--- src/rtl/mac_pkg.sv ---
// rtl/mac_pkg.sv - shared constants and FSM state type for the MAC operand feeder
package mac_pkg;

    localparam int MAC_DATA_WIDTH = 8;
    localparam int MAC_DEPTH      = 8;

    typedef enum logic [1:0] {
        ST_IDLE   = 2'd0,
        ST_CLEAR  = 2'd1,
        ST_STREAM = 2'd2,
        ST_DONE   = 2'd3
    } feeder_state_t;

endpackage

--- src/rtl/sync_fifo.sv ---
// rtl/sync_fifo.sv - single-clock FIFO with combinational head read and overflow/underflow guards
module sync_fifo #(
    parameter int WIDTH = 8,
    parameter int DEPTH = 8
) (
    input  logic             clk,
    input  logic             rst,
    input  logic             wr_en,
    input  logic [WIDTH-1:0] wr_data,
    input  logic             rd_en,
    output logic [WIDTH-1:0] rd_data,
    output logic             full,
    output logic             empty
);

    localparam int AW = $clog2(DEPTH);

    logic [WIDTH-1:0] mem [DEPTH];
    logic [AW-1:0]    wr_ptr;
    logic [AW-1:0]    rd_ptr;
    logic [AW:0]      count;
    logic             do_wr;
    logic             do_rd;

    assign full    = (count == (AW+1)'(DEPTH));
    assign empty   = (count == '0);
    assign do_wr   = wr_en && !full;
    assign do_rd   = rd_en && !empty;
    assign rd_data = mem[rd_ptr];

    // Storage is not reset; only the pointers and count define validity.
    always_ff @(posedge clk) begin
        if (do_wr) begin
            mem[wr_ptr] <= wr_data;
        end
    end

    always_ff @(posedge clk) begin
        if (rst) begin
            wr_ptr <= '0;
            rd_ptr <= '0;
            count  <= '0;
        end else begin
            if (do_wr) begin
                wr_ptr <= wr_ptr + 1'b1;
            end
            if (do_rd) begin
                rd_ptr <= rd_ptr + 1'b1;
            end
            case ({do_wr, do_rd})
                2'b10:   count <= count + 1'b1;
                2'b01:   count <= count - 1'b1;
                default: count <= count;
            endcase
        end
    end

endmodule

--- src/rtl/mac_feeder.sv ---
// rtl/mac_feeder.sv - buffers A/B operand vectors and streams them into a clear/enable MAC
module mac_feeder
    import mac_pkg::*;
#(
    parameter int DATA_WIDTH = MAC_DATA_WIDTH,
    parameter int DEPTH      = MAC_DEPTH
) (
    input  logic                  clk,
    input  logic                  rst,
    input  logic                  a_wr_en,
    input  logic [DATA_WIDTH-1:0] a_wr_data,
    input  logic                  b_wr_en,
    input  logic [DATA_WIDTH-1:0] b_wr_data,
    input  logic                  start,
    output logic                  a_full,
    output logic                  b_full,
    output logic                  busy,
    output logic                  done,
    output logic                  mac_clr,
    output logic                  mac_en,
    output logic [DATA_WIDTH-1:0] mac_a,
    output logic [DATA_WIDTH-1:0] mac_b
);

    localparam int CW = $clog2(DEPTH);

    feeder_state_t         state;
    logic [CW-1:0]         elem_cnt;
    logic [DATA_WIDTH-1:0] a_head;
    logic [DATA_WIDTH-1:0] b_head;
    logic                  a_empty;
    logic                  b_empty;
    logic                  in_idle;
    logic                  in_stream;

    assign in_idle   = (state == ST_IDLE);
    assign in_stream = (state == ST_STREAM);

    sync_fifo #(
        .WIDTH (DATA_WIDTH),
        .DEPTH (DEPTH)
    ) u_a_fifo (
        .clk     (clk),
        .rst     (rst),
        .wr_en   (a_wr_en && in_idle),
        .wr_data (a_wr_data),
        .rd_en   (in_stream && !a_empty),
        .rd_data (a_head),
        .full    (a_full),
        .empty   (a_empty)
    );

    sync_fifo #(
        .WIDTH (DATA_WIDTH),
        .DEPTH (DEPTH)
    ) u_b_fifo (
        .clk     (clk),
        .rst     (rst),
        .wr_en   (b_wr_en && in_idle),
        .wr_data (b_wr_data),
        .rd_en   (in_stream && !b_empty),
        .rd_data (b_head),
        .full    (b_full),
        .empty   (b_empty)
    );

    always_ff @(posedge clk) begin
        if (rst) begin
            state    <= ST_IDLE;
            elem_cnt <= '0;
        end else begin
            case (state)
                ST_IDLE: begin
                    elem_cnt <= '0;
                    if (start && a_full && b_full) begin
                        state <= ST_CLEAR;
                    end
                end
                ST_CLEAR: begin
                    state <= ST_STREAM;
                end
                ST_STREAM: begin
                    // Compare against DEPTH-1 so the counter never needs to represent DEPTH.
                    if (elem_cnt == CW'(DEPTH - 1)) begin
                        elem_cnt <= '0;
                        state    <= ST_DONE;
                    end else begin
                        elem_cnt <= elem_cnt + 1'b1;
                    end
                end
                ST_DONE: begin
                    state <= ST_IDLE;
                end
                default: begin
                    state <= ST_IDLE;
                end
            endcase
        end
    end

    assign busy    = !in_idle;
    assign mac_clr = (state == ST_CLEAR);
    assign mac_en  = in_stream;
    assign done    = (state == ST_DONE);
    assign mac_a   = in_stream ? a_head : '0;
    assign mac_b   = in_stream ? b_head : '0;

endmodule

--- config.mk ---
export PLATFORM = sky130hd
export DESIGN_NAME = mac_feeder
export DESIGN_NICKNAME = d
export VERILOG_FILES = /design/src/rtl/mac_pkg.sv /design/src/rtl/sync_fifo.sv /design/src/rtl/mac_feeder.sv
export SDC_FILE = /design/constraint.sdc
export NUM_CORES = 1
export LEC_CHECK = 0
export CORE_MARGIN = 4
export CORE_UTILIZATION = 63
export DETAILED_ROUTE_END_ITERATION = 8
export PLACE_DENSITY = 0.84
export SETUP_SLACK_MARGIN = 0.5
export SYNTH_ARGS = -nofsm -noshare
export SYNTH_HDL_FRONTEND = slang
export SYNTH_SLANG_ARGS = --single-unit
--- constraint.sdc ---
create_clock -name clk -period 4.7 [get_ports clk]
set_input_delay 0.705 -clock clk [delete_from_list [all_inputs] [get_ports clk]]
set_output_delay 0.705 -clock clk [all_outputs]
set_load 0.1 [all_outputs]
## Word level (Yosys, flattened, before mapping)

Memory sizes are Yosys's and may differ from the RTL's. A register that Yosys moved wholly into a read port is not among the register bits.
Cells that the tools add are included.

| storage, ports and cells | value |
|---|---|
| memory bits (read-only) | 0 |
| bits in latches | 0 |
| bits in registers | 25 |
| memories | 2 |
| output and inout bits | 22 |
| memory bits (writable) | 128 |
| bits of input ports | 21 |

| cells by class | value |
|---|---|
| muxes and demuxes | 17 |
| $mul | 0 |
| bitwise gates (word level) | 0 |
| divide/modulo/power cells | 0 |
| reduce and logical (&&, ||, !) cells | 22 |
| $add $sub $neg | 9 |
| magnitude comparators | 0 |
| equality and inequality tests | 12 |
| shift-type cells | 0 |

Memories:

| name | depth | width | rd ports | clocked after Yosys merged registers in | write ports | line | RTL |
|---|---|---|---|---|---|---|---|
| u_a_fifo.mem | 8 | 8 | 1 | 1 | 1 | sync_fifo.sv:18 | `logic [WIDTH-1:0] mem [DEPTH];` |
| u_b_fifo.mem | 8 | 8 | 1 | 1 | 1 | sync_fifo.sv:18 |  |

Operators by type and width:

| cell | number |
|---|---|
| 2-to-1 mux 8 bit | 2 |
| case mux 4 bit (2 select lines) | 2 |
| adder 3 x 1 -> 3 bit, second input constant | 5 |
| 2-to-1 mux 3 bit | 5 |
| logical AND 1 bit | 10 |
| adder 4 x 1 -> 4 bit, second input constant | 2 |
| == test 2 bit, second input constant | 4 |
| == test 4 bit, second input constant | 2 |
| logical NOT 4 bit | 2 |
| case mux 2 bit (4 select lines) | 1 |
| subtractor 4 x 1 -> 4 bit, second input constant | 2 |
| == test 2 x 1 -> 1 bit, second input constant | 3 |
| case mux 3 bit (2 select lines) | 1 |
| nonzero test 2 bit | 3 |
| logical NOT 1 bit | 5 |
| 2-to-1 mux 1 bit | 4 |
| 2-to-1 mux 2 bit | 2 |
| != test 2 x 1 -> 1 bit, second input constant | 2 |
| == test 3 bit, second input constant | 1 |
| logical NOT 2 bit | 1 |
| AND reduction 2 bit | 1 |

## Logic depth before layout (Yosys ltp)

| depth | value |
|---|---|
| depth in word-level cells | 6 |
| gate-level depth with buffers | 12 |
| mapped depth without buffers | 11 |

## By module

A second synthesis with hierarchy kept.

| unflattened totals | value |
|---|---|
| cells, all modules | 388 |
| area total of the unflattened synthesis | 6755.2 um^2 |

Modules (own cells, without submodules):

| module | times used | area an instance (um^2) | cells each |
|---|---|---|---|
| sync_fifo | 2 | 3151.8 | 167 |
| mac_feeder | 1 | 451.7 | 54 |

## Worst setup path after synthesis

No wires, ideal clock.

| timing path | value |
|---|---|
| path type | register -> output |
| from | register state[0] |
| to | output port mac_a[0] |
| setup slack | 1018 ps |
| stages on the path, launching flop included | 5 |
| arrival | 2977 ps |
| data required time | 3995 ps |
| cell sequence | dfxtp_1 inv_1 ha_1 clkbuf_1 nor2b_1 |

| between the ends | value |
|---|---|
| longest elaborated chain between the ends | 2 |

RTL lines:

| item | line | RTL |
|---|---|---|
| start: declaration | mac_feeder.sv:27 | `feeder_state_t state;` |
| start signal: assignment | mac_feeder.sv:69 | `state <= ST_IDLE;` |
| start signal: assignment | mac_feeder.sv:76 | `state <= ST_CLEAR;` |
| start signal: assignment | mac_feeder.sv:80 | `state <= ST_STREAM;` |
| == test 2 bit | mac_feeder.sv:37 | `assign in_stream = (state == ST_STREAM);` |
| via mac_en | mac_feeder.sv:20 | `output logic mac_en,` |
| 2-to-1 mux 8 bit | mac_feeder.sv:105 | `assign mac_a = in_stream ? a_head : '0;` |
| end: declaration | mac_feeder.sv:21 | `output logic [DATA_WIDTH-1:0] mac_a,` |

The timed path passes the listed nets, and every way through them passes these cells.

==> reports/summary.txt <==
run status: complete, no violations
Rel. slew slack: 31.3%
Hold WC Path Type: reg -> reg
Post-CTS Setup Bufs: 0
top-area cell type share of the netlist area: 59.1%
crit start category: flip-flop
internal power: 2.31 mW
worst reg2reg startpoint: state[0]
Sw Ratio: 20.5%
root buffer cell: clkbuf_8
clk_skew: 0.00559 ns
logic gate share of total power: 3.6%
min cycle time layout: 3.88 ns
HP Start: u_a_fifo.wr_ptr[0]
Routed Antenna Nets: 0
port bufs: 42
largest area contributor in the netlist: edfxtp_1
GRT overflow: 0
initial drt markers: 262
nets@finish: 473
DR DRC count: 0
Mapped Nets: 421
row count: 36
Die Ht: 110 um
gpl congestion: 0.767
largest net degree at the start of global routing: 31
DIE AREA: 12000 sq um
sequential share of power: 54.1%
clock latency on the worst-skew pair: 0.52 ns
Critical Path Sink Type: output port
Period Utilization, post-route: 82.5%
core footprint: 9910 sq um
CTS H-tree lvls: 4
commonest non-fill, non-tap cell in the layout: edfxtp_1
Post-synth ARST share: 0%
clock share of power: 42.3%
CTS tree: done
wire per inst: 22.1 um
Final TNS setup: 0 ns
vias in the first global route: 3709
Die W: 110 um
number of synthesized flops with an enable pin: 128
Crit Path Category: reg -> out
CTS Hold Bufs: 0
worst-path fanout max: 12
max-capacitance violation count: 0
Initial Utilization: 65.7%
Least-Margin Pin Slew: 1.03 ns
sequential element share of the synthesized area: 68.6%
Pwr Density: 382 nW/um^2
gr usage total: 23.8%
Reg clk slew, reported paths: 0.07 ns
arrival time worst endpoint: 3.17 ns
NetSw: 0.596 mW
Main synth FF type: edfxtp_1
#FFs+latches synth: 159
Inserted Diodes: 0
Final Hold Violating Endpoints: 0
Num CTS Buffers: 17
Max Slew Vio Count: 0
hpwl dp: 7.35 mm
Via Count: 3504
Via density: 6.02
final setup fails: 0
first-pass GRT wire length: 20.0 mm
I/O pin cnt: 43
Post-Syn Area: 6510 sq um
Clock Path Buffers: 2
cell count after placement: 550
layout cells sized above 1: 17.6%
maximum vdd drop: 201 uV
initial antenna violation count: 0
Fmax: 258 MHz
Clock Sink Count: 159
Resized cells post-CTS: 0
DRT Pass-1 Iters: 4
Post-Synthesis Cells: 384
Finished Layout Cells: 582
synthesized area per cell: 16.9 sq um
Synth area leaders: edfxtp_1, mux4_2, dfxtp_1
synth warn: 0
CP Data Required Time: 3.99 ns
RSZ-0062 raised after global routing: no
most frequent cells in the layout: edfxtp_1, clkdlybuf4s50_1, mux4_2
Area Overhead vs Synth: 16.9%
final wirelength: 12.9 mm
Yosys cell types: 44
Pleak: 2.51 nW
-- area by class of cell --
cell class / count / area (sq um)
fill: 561 / 2300
multi-input combinational: 199 / 1920
clock buffer: 21 / 439
tap: 133 / 166
inverter: 7 / 27.5
sequential: 159 / 4460
timing repair buffer: 52 / 495
clock inverter: 11 / 93.8
-- logic make-up after synthesis --
family | after synthesis | synth area share [%]
adders and majority gates | 16 | 3.08
buffers and inverters | 26 | 1.85
DFF | 159 | 68.6
and+or+nand+nor | 92 | 7.58
AOI/OAI and AO/OA | 22 | 2.31
muxes | 56 | 14.8
xor gates and xnor gates | 13 | 1.75
-- power groups by stage --
| stage | Clock, mW | Sequential, mW | Combinational (mW) |
|---|---|---|---|
| 6_report | 1.23 | 1.57 | 0.103 |
| 5_1_grt | 1.30 | 1.57 | 0.114 |
| 4_1_cts | 1.24 | 1.57 | 0.104 |
| 3_3_place_gp | 0 | 1.60 | 0.0962 |
| 2_1_floorplan | 0 | 1.59 | 0.0553 |
| 3_5_place_dp | 0 | 1.60 | 0.101 |
-- state kept, by name (all words and copies together) (netlist names), named ones only --
name             cells
u_b_fifo.mem        64
elem_cnt             3
u_a_fifo.rd_ptr      3
u_b_fifo.rd_ptr      3
u_b_fifo.count       4
u_a_fifo.mem        64
state                2
u_a_fifo.wr_ptr      3
u_b_fifo.wr_ptr      3
u_a_fifo.count       4
-- worst paths after layout --
kind / endpoint / slack, ns / cells past startpoint
worst max register to register: u_b_fifo.count[2] / 1.71 / 11
worst max-delay path: mac_a[1] / 0.82 / 5
worst min register to register: u_a_fifo.wr_ptr[0] / 0.51 / 2
worst min-delay path: u_a_fifo.wr_ptr[0] / 0.51 / 2
-- cells in the mapped netlist (3+ instances only) --
cell,n
edfxtp_1,128
xnor2_1,3
mux4_2,32
nor2_1,31
a21oi_1,9
dfxtp_1,31
mux2i_1,21
inv_1,5
nand4_1,3
nand2_1,11
nor3_1,7
clkbuf_1,6
nor2b_1,19
nor3b_1,3
buf_2,4
ha_1,16
buf_1,5
xor2_1,10
o21ai_0,3
nand2b_1,7
-- critical path, stage by stage (launching register included) --
cell	delay (ns)
dfxtp_1	0.49
buf_4	0.33
mux4_2	0.58
mux2i_1	0.17
nor2b_1	0.07
clkdlybuf4s50_1	0.98
-- per-layer routing --
layer	global-route usage [%]	part of all wire, %	up-vias
met2	40.0	52	118
li1	-	-	1588
met4	10.5	3.2	0
met3	5.93	4.7	34
met5	0	0	-
met1	29.3	40	1764
-- stage by stage --
step           power [mW]  setup WS [ns]  utilization, %  hold WS, ns  cell area [sq um]
3_5_place_dp         1.70           1.43            71.4        0.483               7080
6_report             2.91          0.822            76.8        0.506               7610
3_3_place_gp         1.69           1.47            71.4        0.472               7080
2_1_floorplan        1.65           1.02               -        0.462               6510
4_1_cts              2.92          0.781            76.8        0.493               7610
5_1_grt              2.99          0.659            76.8        0.514               7610
No activity file was read; power rests on OpenSTA's default activity.
